`src/rtl/obi_rready_buffer_pkg.sv`:
```
// Shared helpers for the OBI rready response buffer.
// Latency: none (compile-time helpers only).
// Backpressure: not applicable.
package obi_rready_buffer_pkg;

    // Width of a pointer into a buffer of the given depth. Never zero, so a
    // single-entry buffer still has a legal (constant) pointer register.
    function automatic int unsigned ptr_width(input int unsigned depth);
        return (depth > 1) ? $clog2(depth) : 1;
    endfunction

endpackage

```
`src/rtl/obi_rready_fifo.sv`:
```
// Circular response buffer with optional empty-FIFO bypass and sticky overflow flag.
// Latency: 0 cycles when FALL_THROUGH=1 and empty, otherwise 1 cycle.
// Backpressure: head held stable while ready_i is low; a push into a full, non-popping buffer is dropped.
//
// Ports:
//   clk_i, rst_i      clock, asynchronous active-high reset
//   push_i, data_i    incoming response beat (never stalled)
//   valid_o, data_o   buffer head, consumed when ready_i is high
//   usage_o           registered entry count
//   overflow_o        sticky: a beat arrived while full and not popping
module obi_rready_fifo
    import obi_rready_buffer_pkg::*;
#(
    parameter type         data_t       = logic,
    parameter int unsigned DEPTH        = 2,
    parameter bit          FALL_THROUGH = 1'b1,
    parameter int unsigned CntWidth     = $clog2(DEPTH + 1)
) (
    input  logic                clk_i,
    input  logic                rst_i,
    input  logic                push_i,
    input  data_t               data_i,
    output logic                valid_o,
    output data_t               data_o,
    input  logic                ready_i,
    output logic [CntWidth-1:0] usage_o,
    output logic                overflow_o
);

    localparam int unsigned         PtrWidth = ptr_width(DEPTH);
    localparam logic [PtrWidth-1:0] LastPtr  = PtrWidth'(DEPTH - 1);
    localparam logic [CntWidth-1:0] FullCnt  = CntWidth'(DEPTH);

    data_t               mem_q [DEPTH];
    logic [PtrWidth-1:0] rd_ptr_q;
    logic [PtrWidth-1:0] wr_ptr_q;
    logic [CntWidth-1:0] usage_q;
    logic                overflow_q;

    logic empty;
    logic full;
    logic pop;
    logic bypass;
    logic write;
    logic read;

    assign empty = (usage_q == '0);
    assign full  = (usage_q == FullCnt);

    always_comb begin
        valid_o = !empty;
        data_o  = mem_q[rd_ptr_q];
        if (FALL_THROUGH && empty) begin
            valid_o = push_i;
            data_o  = data_i;
        end
    end

    assign pop    = valid_o & ready_i;
    // Beat taken straight from the input: it never touches storage.
    assign bypass = FALL_THROUGH & empty & pop;
    // When full, a pop in the same cycle frees the slot the write lands in.
    assign write  = push_i & ~bypass & (~full | pop);
    assign read   = pop & ~empty;

    always_ff @(posedge clk_i or posedge rst_i) begin
        if (rst_i) begin
            rd_ptr_q   <= '0;
            wr_ptr_q   <= '0;
            usage_q    <= '0;
            overflow_q <= 1'b0;
        end else begin
            if (write) begin
                wr_ptr_q <= (wr_ptr_q == LastPtr) ? '0 : wr_ptr_q + 1'b1;
            end
            if (read) begin
                rd_ptr_q <= (rd_ptr_q == LastPtr) ? '0 : rd_ptr_q + 1'b1;
            end
            case ({write, read})
                2'b10:   usage_q <= usage_q + 1'b1;
                2'b01:   usage_q <= usage_q - 1'b1;
                default: usage_q <= usage_q;
            endcase
            if (push_i && full && !pop) begin
                overflow_q <= 1'b1;
            end
        end
    end

    // Storage needs no reset: usage_q gates every read of it.
    always_ff @(posedge clk_i) begin
        if (write) begin
            mem_q[wr_ptr_q] <= data_i;
        end
    end

    assign usage_o    = usage_q;
    assign overflow_o = overflow_q;

endmodule

```
`src/rtl/obi_rready_buffer.sv`:
```
// Lets an rready-capable OBI subordinate port talk to a fabric that always accepts responses.
// Latency: request path 0 cycles; response 0 cycles (fall-through, empty) or 1 cycle.
// Backpressure: requests are forwarded only while a response slot is reserved, so rready stalls never drop data.
//
// Ports:
//   clk_i, rst_i                      clock, asynchronous active-high reset
//   sbr_a_chan_i/sbr_req_i/sbr_gnt_o  subordinate-side request handshake
//   sbr_r_chan_o/sbr_rvalid_o/sbr_rready_i  subordinate-side response (buffered)
//   mgr_a_chan_o/mgr_req_o/mgr_gnt_i  manager-side request handshake (gated)
//   mgr_r_chan_i/mgr_rvalid_i/mgr_rready_o  manager-side response (always accepted)
//   usage_o, outstanding_o, overflow_o      registered status
module obi_rready_buffer
    import obi_rready_buffer_pkg::*;
#(
    parameter type         obi_a_chan_t = logic,
    parameter type         obi_r_chan_t = logic,
    parameter int unsigned DEPTH        = 2,
    parameter bit          FALL_THROUGH = 1'b1,
    parameter int unsigned CntWidth     = $clog2(DEPTH + 1)
) (
    input  logic                clk_i,
    input  logic                rst_i,
    input  obi_a_chan_t         sbr_a_chan_i,
    input  logic                sbr_req_i,
    output logic                sbr_gnt_o,
    output obi_r_chan_t         sbr_r_chan_o,
    output logic                sbr_rvalid_o,
    input  logic                sbr_rready_i,
    output obi_a_chan_t         mgr_a_chan_o,
    output logic                mgr_req_o,
    input  logic                mgr_gnt_i,
    input  obi_r_chan_t         mgr_r_chan_i,
    input  logic                mgr_rvalid_i,
    output logic                mgr_rready_o,
    output logic [CntWidth-1:0] usage_o,
    output logic [CntWidth-1:0] outstanding_o,
    output logic                overflow_o
);

    localparam logic [CntWidth-1:0] MaxSlots = CntWidth'(DEPTH);

    logic [CntWidth-1:0] outstanding_q;
    logic                pop;
    logic                room;
    logic                take;

    assign pop  = sbr_rvalid_o & sbr_rready_i;
    // A slot freed by this cycle's pop may be handed straight to a new request.
    assign room = (outstanding_q < MaxSlots) | pop;

    assign mgr_a_chan_o = sbr_a_chan_i;
    assign mgr_req_o    = sbr_req_i & room;
    assign sbr_gnt_o    = mgr_gnt_i & room;
    assign mgr_rready_o = 1'b1;
    assign take         = mgr_req_o & mgr_gnt_i;

    // Pops of responses whose reservation was lost to a reset leave the
    // counter at zero instead of wrapping.
    always_ff @(posedge clk_i or posedge rst_i) begin
        if (rst_i) begin
            outstanding_q <= '0;
        end else if (take && !pop) begin
            outstanding_q <= outstanding_q + 1'b1;
        end else if (pop && !take && (outstanding_q != '0)) begin
            outstanding_q <= outstanding_q - 1'b1;
        end
    end

    assign outstanding_o = outstanding_q;

    obi_rready_fifo #(
        .data_t       (obi_r_chan_t),
        .DEPTH        (DEPTH),
        .FALL_THROUGH (FALL_THROUGH),
        .CntWidth     (CntWidth)
    ) u_fifo (
        .clk_i      (clk_i),
        .rst_i      (rst_i),
        .push_i     (mgr_rvalid_i),
        .data_i     (mgr_r_chan_i),
        .valid_o    (sbr_rvalid_o),
        .data_o     (sbr_r_chan_o),
        .ready_i    (sbr_rready_i),
        .usage_o    (usage_o),
        .overflow_o (overflow_o)
    );

endmodule

```
`config.mk`:
```
export PLATFORM = sky130hd
export DESIGN_NAME = obi_rready_buffer
export DESIGN_NICKNAME = d
export VERILOG_FILES = /design/src/rtl/obi_rready_buffer_pkg.sv /design/src/rtl/obi_rready_fifo.sv /design/src/rtl/obi_rready_buffer.sv
export SDC_FILE = /design/constraint.sdc
export NUM_CORES = 1
export LEC_CHECK = 0
export ABC_AREA = 1
export CAP_MARGIN = 25
export CORE_AREA = 2 2 39 41
export CTS_CLUSTER_SIZE = 20
export DETAILED_ROUTE_END_ITERATION = 6
export DIE_AREA = 0 0 41 43
export GPL_TIMING_DRIVEN = 0
export HOLD_SLACK_MARGIN = 0.02
export PLACE_DENSITY = 0.73
export RECOVER_POWER = 50
export SETUP_SLACK_MARGIN = 0.4
export SYNTH_ARGS = -nofsm -noshare
export SYNTH_HDL_FRONTEND = slang
export SYNTH_SLANG_ARGS = --single-unit
```
`constraint.sdc`:
```
create_clock -name clk_i -period 2.3 [get_ports clk_i]
set_input_delay 0.46 -clock clk_i [delete_from_list [all_inputs] [get_ports clk_i]]
set_output_delay 0.46 -clock clk_i [all_outputs]
set_load 0.03 [all_outputs]
```
; ---- After elaboration in Yosys (flattened, before gate mapping)
; Memory sizes are Yosys's and may differ from the RTL's.
; Index checks and enable logic that the tools add are counted.
[op_classes]
addsub = 6
magnitude_cmp = 1
n_eq_ne = 3
mux = 9
bitwise_logic = 13
reduce_logical = 12
[ops]
columns = cell, count
row1 = 1-bit bitwise AND, 8
row2 = 1-bit 2-to-1 mux, 6
row3 = 2-bit nonzero test, 3
row4 = 1-bit logical AND, 5
row5 = "2-bit by 1-bit adder with 2-bit output, second input constant", 2
row6 = "2-bit equality test, second input constant", 2
row7 = 2-bit 2-to-1 mux, 2
row8 = 2-bit case mux with 2 select lines, 1
row9 = "2-bit by 1-bit subtractor with 2-bit output, second input constant", 2
row10 = 1-bit logical NOT, 3
row11 = 1-bit NOT, 3
row12 = "1-bit adder, second input constant", 2
row13 = "2-bit by 1-bit equality test with 1-bit output, second input constant", 1
row14 = 2-bit logical NOT, 1
row15 = "2-bit less-than comparator, second input constant", 1
row16 = 1-bit bitwise OR, 2
[totals]
reg_bits = 7
ram_bits = 2
output_inout_bits = 11
word_cells = 50
mem_count = 1
[memory_table]
columns = name, words, word_bits, read_ports, rd_ports_with_merged_regs, write_ports, line
row1 = u_fifo.mem_q, 2, 1, 1, 0, 1, obi_rready_fifo.sv:34  ; data_t mem_q [DEPTH];

; ---- Logic depth before layout (Yosys ltp)
; Gate-level depths: netlist of the first run.
[depth]
ltp_word = 12
ltp_mapped = 10
ltp_nobuf = 10

; ---- Cells and area by module
; Synthesis of the first run repeated with hierarchy kept, for this count alone.
[unflattened]
cells_unflattened = 65
hier_area_um2 = 533.0
[by_module_without_submodules]
columns = module, n_inst, cells_per_inst, area_each_um2, seq_area_each_um2
row1 = obi_rready_fifo, 1, 40, 369.1, 185.2
row2 = obi_rready_buffer, 1, 25, 163.9, 50.0

; ---- Worst setup path before layout of the first run
; No wires, ideal clock.
[synth_path]
kind = register to register
from = register u_fifo.usage_q[0], in the netlist u_fifo.usage_o[0]
to = register u_fifo.usage_q[1], in the netlist u_fifo.usage_o[1]
setup_time_ns = 0.131
arrival_ns = 1.853
required_time_ns = 2.169
slack_ns = 0.316
path_stages_with_launch = 11
n_path_buf = 0
period_less_slack_ns = 1.984
path_cell_list = dfrtp_1 -> nor2_4 -> nand2_4 -> nand2_4 -> inv_4 -> o21bai_4 -> nand2_4 -> ha_1 -> a21oi_1 -> o21ai_0 -> xor2_1
[synth_between]
elab_chain_cells = 10
elab_cells_between_ends = 19
cone_classes = add/sub: 2 / eq/ne: 3 / mux: 2 / bitwise: 9 / reduce/logical: 3
[synth_rtl]
columns = element, line
row1 = start: declaration, obi_rready_fifo.sv:37  ; logic [CntWidth-1:0] usage_q;
row2 = start signal: assignment, obi_rready_fifo.sv:80  ; 2'b10: usage_q <= usage_q + 1'b1;
row3 = start signal: assignment, obi_rready_fifo.sv:81  ; 2'b01: usage_q <= usage_q - 1'b1;
row4 = start signal: assignment, obi_rready_fifo.sv:82  ; default: usage_q <= usage_q;
row5 = 2-bit logical NOT *, obi_rready_fifo.sv:47  ; assign empty = (usage_q == '0);
row6 = 1-bit logical NOT, obi_rready_fifo.sv:51  ; valid_o = !empty;
row7 = 1-bit 2-to-1 mux *, obi_rready_fifo.sv:53  ; if (FALL_THROUGH && empty) begin
row8 = net sbr_rvalid_o, obi_rready_buffer.sv:27  ; output logic sbr_rvalid_o,
row9 = 1-bit bitwise AND *, obi_rready_fifo.sv:59  ; assign pop = valid_o & ready_i;
row10 = 1-bit bitwise AND, obi_rready_fifo.sv:61  ; assign bypass = FALL_THROUGH & empty & pop;
row11 = 1-bit NOT, obi_rready_fifo.sv:63  ; assign write = push_i & ~bypass & (~full | pop);
row12 = 1-bit bitwise AND (2 in series), obi_rready_fifo.sv:63
row13 = 2-bit by 1-bit equality test with 1-bit output / 2-bit equality test (equally long branches), obi_rready_fifo.sv:79  ; case ({write, read})
row14 = 2-bit case mux with 2 select lines / 2-bit nonzero test (equally long branches), -
; Mark *: on every way through the listed nets, which the timed path passes. The rest lies on a longest branch.
; A chain may end at the register's enable or synchronous reset.

; ---- Worst setup path after layout of the first run
[layout_path]
from = register u_fifo.usage_q[0], in the netlist u_fifo.usage_o[0]
to = output sbr_rvalid_o
[layout_between]
elab_chain_cells = 3
[layout_rtl]
columns = element, line
row1 = 2-bit logical NOT *, obi_rready_fifo.sv:47
row2 = 1-bit logical NOT, obi_rready_fifo.sv:51
row3 = 1-bit 2-to-1 mux *, obi_rready_fifo.sv:53
row4 = end: declaration, obi_rready_buffer.sv:27
; Mark *: on every way between the ends. The rest lies on a longest branch, timed or not.

==> results of run 1 <==
==> cell usage in the layout (no fill, tap or decap) <==
master           synthesis  final
o21ai_1                  0      1
inv_4                    1      1
dlygate4sd3_1            0      2
buf_4                    2      4
nand4_1                  1      1
nand3_1                  2      2
o221ai_1                 1      1
clkdlybuf4s15_1          0      1
clkdlybuf4s50_1          0      8
xnor2_1                  1      1
a31o_2                   1      1
a31oi_1                  1      1
dfrtp_2                  0      1
nor2_1                   3      4
xor2_1                   2      2
nand2_1                  7      7
nand2_4                  3      3
ha_4                     0      1
nor2_4                   2      2
clkbuf_4                 0      3
nor3_1                   1      1
a21oi_1                  7      7
inv_1                    9      9
o21bai_4                 1      1
edfxtp_1                 2      2
buf_2                    0      3
conb_1                   1      1
clkbuf_1                 0      1
dfrtp_1                  7      6
dlygate4sd2_1            0      2
==> per-stage QoR <==
| step | TNS [ps] | setup WS (ps) | area, um2 | hold slack (ps) |
|---|---|---|---|---|
| after floorplan | 0 | 413 | 539 | 263 |
| after global placement | -658 | -281 | 719 | 457 |
| after detailed placement | -757 | -307 | 719 | 470 |
| after CTS | 0 | 362 | 746 | 452 |
| after global routing | 0 | 210 | 752 | 499 |
| final | 0 | 317 | 752 | 475 |
==> timing repair <==
action / 4_1_cts / 5_1_grt
pin swaps: 0 / 1
endpoints found under the setup margin: 5 / 4
setup buffers: 0 / 2
gates resized for setup: 16 / 6
==> report_power, final <==
part,internal (uW),switching (uW),leakage (uW),total [uW]
clock network,66.9,56.8,0.0000150,124
registers,233,63.6,0.0000974,297
logic,238,329,0.000242,567
==> per-layer routing <==
layer / wire length, um / up-vias / share of wire, % / global-route usage [%]
met5: 0 / - / 0 / 0
met4: 17 / 0 / 1.6 / 10.0
met3: 35 / 2 / 3.4 / 1.57
met2: 518 / 8 / 50 / 16.6
met1: 470 / 211 / 45 / 18.5
li1: - / 229 / - / -
==> path summary, 6_finish.rpt <==
kind | slack [ps] | end
setup / recovery | 320 | sbr_rvalid_o
max in group asynchronous | 1480 | u_fifo.usage_o[1]
hold reg to reg | 480 | u_fifo.overflow_o
setup reg to reg | 340 | u_fifo.usage_o[1]
hold / removal | 480 | u_fifo.overflow_o
min in group asynchronous | 580 | outstanding_o[0]
==> logic make-up after synthesis <==
logic type               after synthesis  synth area share (%)
XOR/XNOR                               3                  4.90
adder cells (fa/ha/maj)                1                  2.33
other                                  1                 0.699
AO/OA/AOI/OAI                         12                  15.4
flip-flops                             9                  43.8
AND/OR/NAND/NOR                       20                  22.6
buffers and inverters                 12                  10.3
==> area by class of cell <==
cell class,instances,area (um2)
Timing Repair Buffer,18,158
Inverter,10,40.0
Fill cell,136,632
Multi-Input combinational cell,37,256
Clock buffer,4,26.3
Sequential cell,9,236
Buffer,2,15.0
Tap cell,16,20.0
==> critical path, cell delays in order, from the launching register on <==
cell and delay (ps):
dfrtp_1 440, nor2_1 370, nand2_4 90, dlygate4sd2_1 370
==> sequential cells by signal (all words and copies together), names as in the netlist <==
signal	count
u_fifo.usage_o	2
u_fifo.rd_ptr_q	1
u_fifo.mem_q	2
outstanding_o	2
u_fifo.wr_ptr_q	1
u_fifo.overflow_o	1
==> summary.txt, run 1 <==
Outcome
  • Status: completed

Finish
  • Area Overhead vs Synth: 40.1%
  • Finished Layout Cells: 96
  • Final Util: between 50% and 60%
  • ANT cells: 0
  • Share of cells above drive strength 1: between 20% and 30%
  • Nets: 90

Timing
  • Fin crit period: just under 2000 ps
  • Period utilization: roughly 86%
  • RSZ-0062 raised after global routing: yes
  • Endpoints failing setup: 0
  • Final hold viol count: 0
  • Pins over their slew limit: 0
  • Fmax: a little over 500 MHz
  • Worst Skew: 0.181 ps

Drt
  • DR pass1 iterations: 4
  • WL/cell: around 11 um
  • WL final: roughly 1000 um
  • DR iter-0 viols: 11
  • Antenna Violating Nets Remaining: 0
  • Via density: about 4.7
  • Vias after detailed routing: 450
  • Residual DRC: 0

CTS
  • CTS root buffer: clkbuf_4
  • CTS buffer count: 3
  • Clk sinks: 9
  • CTS tree: yes
  • Clock Pin Slew Worst Setup and Hold Paths: roughly 60 ps
  • Htree depth: 1
  • Clk_lat worst skew: between 200 and 300 ps
  • Clk buf depth: 2
  • Cts hold-fix bufs: 0

Global route
  • First-pass GRT wire length: between 1000 and 1500 um
  • Pin count of the biggest net entering global routing: 8
  • Vias in the first global route: between 300 and 400
  • GRT Total Usage: 12.9%
  • Initial antenna violation count: 0
  • Gr ovfl total: 0

Floorplan
  • Die area: between 1500 and 2000 um2
  • Initial Utilization: roughly two fifths
  • Row count: 14
  • # IOs: 19
  • Chip Width: approximately 40 um
  • Core outline area: roughly 1400 um2
  • Die height: between 40 and 50 um

Logic synthesis
  • Primary FF master, synth: dfrtp_1
  • Syn Nets: 67
  • Synthesized cell area: roughly 540 um2
  • Synth warnings: 0
  • Synthesized area per cell: about 9.3 um2
  • Seq cells post-synth: 9
  • Synth cell count leaders: 9 x inv_1, 7 x a21oi_1, 7 x dfrtp_1, 7 x nand2_1
  • EDFF count, synth: 2
  • Area share of the largest cell type after synthesis: roughly a third
  • Top-count cell post-synth: inv_1
  • Synth top area cells: dfrtp_1 33%, edfxtp_1 11%, a21oi_1 6.5%
  • Largest area contributor in the netlist: dfrtp_1
  • Synth Instances: a little under 60
  • Ys async rst share: slightly below 80%
  • Sequential area share after synthesis: 43.8%
  • Yosys cell types: 23

Place
  • Hpwl dp: between 700 and 800 um
  • Number of port buffers: 16
  • Placed cell count: 90
  • RePlAce Congestion: roughly 0.73

Critical path
  • CP Launch Type: register
  • Crit path from: u_fifo.usage_o[0]
  • Required time worst endpoint: 1840 ps
  • Worst flop-to-flop path startpoint: u_fifo.usage_o[0]
  • Setup CP Type: reg -> out
  • Data arrival, critical path: approximately 1500 ps
  • Crit path max fanout: 6
  • Critical Path Sink Type: output pin
  • Reg2Reg Depth: 10

Power and ir drop
  • Power Density: between 1000 and 1500 nW/um2
  • Total power: between 900 and 1000 uW
  • Max IR drop VDD: around 0.00057 V
  • Lkg Pwr: 0.000354 uW

Worst hold path
  • Hold path depth: 1
  • Hold Path Origin: u_fifo.overflow_o
  • HP Class: reg -> reg

Run
  • Max_cap viols: 0
No activity file was read; power rests on OpenSTA's default activity.
==> inputs of run 2 (changes only) <==
--- a/config.mk
+++ b/config.mk
@@ -19,3 +19,4 @@
 export SYNTH_ARGS = -nofsm -noshare
 export SYNTH_HDL_FRONTEND = slang
 export SYNTH_SLANG_ARGS = --single-unit
+export TNS_END_PERCENT = 100
==> results of run 2 <==
Same layout as run 1: the final DEF is identical, and so are final timing and power.
==> inputs of run 3 (changes only) <==
--- a/config.mk
+++ b/config.mk
@@ -7,15 +7,16 @@
 export LEC_CHECK = 0
 export ABC_AREA = 1
 export CAP_MARGIN = 25
-export CORE_AREA = 2 2 39 41
+export CORE_AREA = 4 4 41 43
 export CTS_CLUSTER_SIZE = 20
 export DETAILED_ROUTE_END_ITERATION = 6
-export DIE_AREA = 0 0 41 43
+export DIE_AREA = 0 0 45 47
 export GPL_TIMING_DRIVEN = 0
 export HOLD_SLACK_MARGIN = 0.02
 export PLACE_DENSITY = 0.73
 export RECOVER_POWER = 50
 export SETUP_SLACK_MARGIN = 0.4
+export SKIP_CTS_REPAIR_TIMING = 1
 export SYNTH_ARGS = -nofsm -noshare
 export SYNTH_HDL_FRONTEND = slang
 export SYNTH_SLANG_ARGS = --single-unit
==> run 3 against run 2 <==
Fmax down 0.42%. Die area rose by 20%. Global-route usage is 0.32 points higher. Non-clock buffer count grew 1. Clock power up 4%. Highest routed layer unchanged. Largest power group unchanged. Core utilization increased by 5.3 points. Power up 4.8%.
==> summary.txt, run 3 (synthesis gave the netlist of run 1 again) <==
Outcome
  • Status: completed

Critical path
  • Setup CP Type: reg -> reg
  • Worst flop-to-flop path startpoint: u_fifo.usage_o[1]
  • Crit path max fanout: 4
  • Required time worst endpoint: ~2500 ps
  • Max stage delay on crit path: between 400 and 500 ps
  • Data arrival, critical path: approximately 2100 ps
  • Reg2Reg Depth: 9
  • R2r endpoint: u_fifo.usage_o[1]
  • Reg2Reg Setup Slack: between 300 and 400 ps
  • Crit path from: u_fifo.usage_o[1]
  • CP Launch Type: register
  • Delay-heaviest family, CP: simple AND/OR/NAND/NOR gates
  • Slowest cell on the critical path: dfrtp_1
  • Critical Path Sink Type: register
  • Crit path buf inv count: 1
  • Crit path depth: 9
  • Worst-path cell chain: nor2_4 > buf_4 > nor2_1 > o21bai_4 > nand2_4 > ha_4 > a21oi_1 > o21ai_1 > xor2_1
  • Worst Setup EP: u_fifo.usage_o[1]

Power and ir drop
  • Comb pwr share: 57.1%
  • P_int: roughly 560 uW
  • Seq pwr share: around 30%
  • Net switching power: about 480 uW
  • Power Density: roughly 1300 nW/um2
  • Max IR drop VDD: roughly 0.00069 V
  • Lkg Pwr: 0.000402 uW
  • Sw Share: between 40 and 50%
  • Total power: between 1000 and 1500 uW
  • Clock Power Share: between 10% and 20%

Global route
  • Met1 usage: about an eighth
  • Pin count of the biggest net entering global routing: 8
  • Layer with the highest usage: met2
  • Grt met3 use: 4.98%
  • GRT Total Usage: 13.2%
  • GRT met2 Usage: between 20% and 30%
  • Gr ovfl total: 0
  • Vias in the first global route: 487
  • Initial antenna violation count: 0
  • First-pass GRT wire length: roughly 1900 um

Drt
  • Antenna Violating Nets Remaining: 0
  • DR pass1 iterations: 6
  • DR iter-0 viols: 10
  • Residual DRC: 0
  • Vias after detailed routing: between 400 and 500
  • WL final: ~1300 um
  • WL/cell: about 13 um
  • Via density: approximately 5.1

Timing
  • RSZ-0062 raised after global routing: yes
  • Worst Skew: 4.95 ps
  • Period utilization: ~87%
  • Pins over their slew limit: 0
  • Final hold viol count: 0
  • Final Hold Slack: roughly 470 ps
  • Endpoints failing setup: 0
  • Fmax: around 500 MHz
  • Fin crit period: approximately 2000 ps

CTS
  • Clock Pin Slew Worst Setup and Hold Paths: 70 ps
  • CTS tree: yes
  • Clk_lat worst skew: roughly 270 ps
  • CTS root buffer: clkbuf_4
  • Clk sinks: 9
  • CTS buffer count: 3
  • Htree depth: 1
  • Clk buf depth: 2

Floorplan
  • # IOs: 19
  • Initial Utilization: 41.3%
  • Row count: 13
  • Die area: around 2100 um2
  • Chip Width: about 45 um
  • Die height: 47 um
  • Core outline area: between 1000 and 1500 um2

Finish
  • FILL cells: 121
  • Storage cell area: around 240 um2
  • Area Overhead vs Synth: 44.5%
  • Leading cell type in the layout, fill and taps excluded: inv_1
  • Nets: approximately 90
  • Multi-input logic area: 256 um2
  • Most frequent cells in the layout: 9 x inv_1, 7 x a21oi_1, 7 x nand2_1
  • Share of cells above drive strength 1: 25.9%
  • ANT cells: 0

Worst hold path
  • Hold Path Origin: u_fifo.overflow_o
  • HP Class: reg -> reg

Run
  • Max_cap viols: 0

Place
  • Number of port buffers: 16
  • RePlAce Congestion: 0.778
  • Hpwl dp: between 900 and 1000 um
## run 3: changes by cell type in the layout (fill, tap and decap cells not counted), sizes merged
cell           delta
dlymetal6s2s      +5
dlygate4sd2       -2
dlygate4sd3       +1
clkbuf            +1
clkdlybuf4s15     -1
clkdlybuf4s50     -3
## run 3: worst min path at each step
| stage | depth (start not counted) | slack, ps | endpoint |
|---|---|---|---|
| 5_1_grt | 1 | 500 | u_fifo.overflow_o |
| 4_1_cts | 2 | 450 | u_fifo.overflow_o |
| 6_report | 1 | 470 | u_fifo.overflow_o |
| 3_3_place_gp | 1 | 450 | u_fifo.overflow_o |
| 2_1_floorplan | 1 | 260 | outstanding_o[0] |
| 3_5_place_dp | 1 | 460 | u_fifo.overflow_o |
## run 3: layout make-up
| type | count | area share, % |
|---|---|---|
| plain buffers | 2 | 1.94 |
| multi-input cells | 37 | 33.1 |
| repair buffers | 19 | 23.5 |
| flip-flops and latches | 9 | 30.5 |
| inverters | 10 | 5.16 |
| clock buffers | 4 | 3.39 |
| well taps | 15 | 2.42 |
## run 3: stage by stage
stage | util, % | std cells | setup TNS [ps] | worst slack [ps] | instance area [um2]
CTS | 57.2 | 93 | -614 | -275 | 744
global route | 59.6 | 96 | 0 | 195 | 776
detailed placement | 55.2 | 89 | -671 | -273 | 718
global placement | 55.2 | 89 | -623 | -267 | 718
floorplan | - | 58 | 0 | 413 | 539
finish | 59.6 | 96 | 0 | 309 | 776
## run 3: worst register-to-register path: cells and delay by family, from the launching register on
family / cells / cell delay [ps]
AND/OR/NAND/NOR: 3 / 480
flip-flops: 1 / 450
AO/OA/AOI/OAI: 3 / 430
XOR/XNOR: 1 / 150
buffers and inverters: 1 / 130
adder cells (fa/ha/maj): 1 / 220
## run 3: per-layer routing
| layer | share of wire, % | wire, um |
|---|---|---|
| met5 | 0 | 0 |
| met1 | 37 | 463 |
| met4 | 0.80 | 10 |
| met2 | 55 | 684 |
| met3 | 7.7 | 97 |
## run 3: power groups by stage
| stage | combinational (uW) | sequential (uW) | clock [uW] |
|---|---|---|---|
| floorplan | 295 | 383 | 0 |
| global placement | 543 | 313 | 0 |
| detailed placement | 552 | 317 | 0 |
| CTS | 554 | 314 | 131 |
| global route | 641 | 327 | 140 |
| finish | 591 | 315 | 129 |
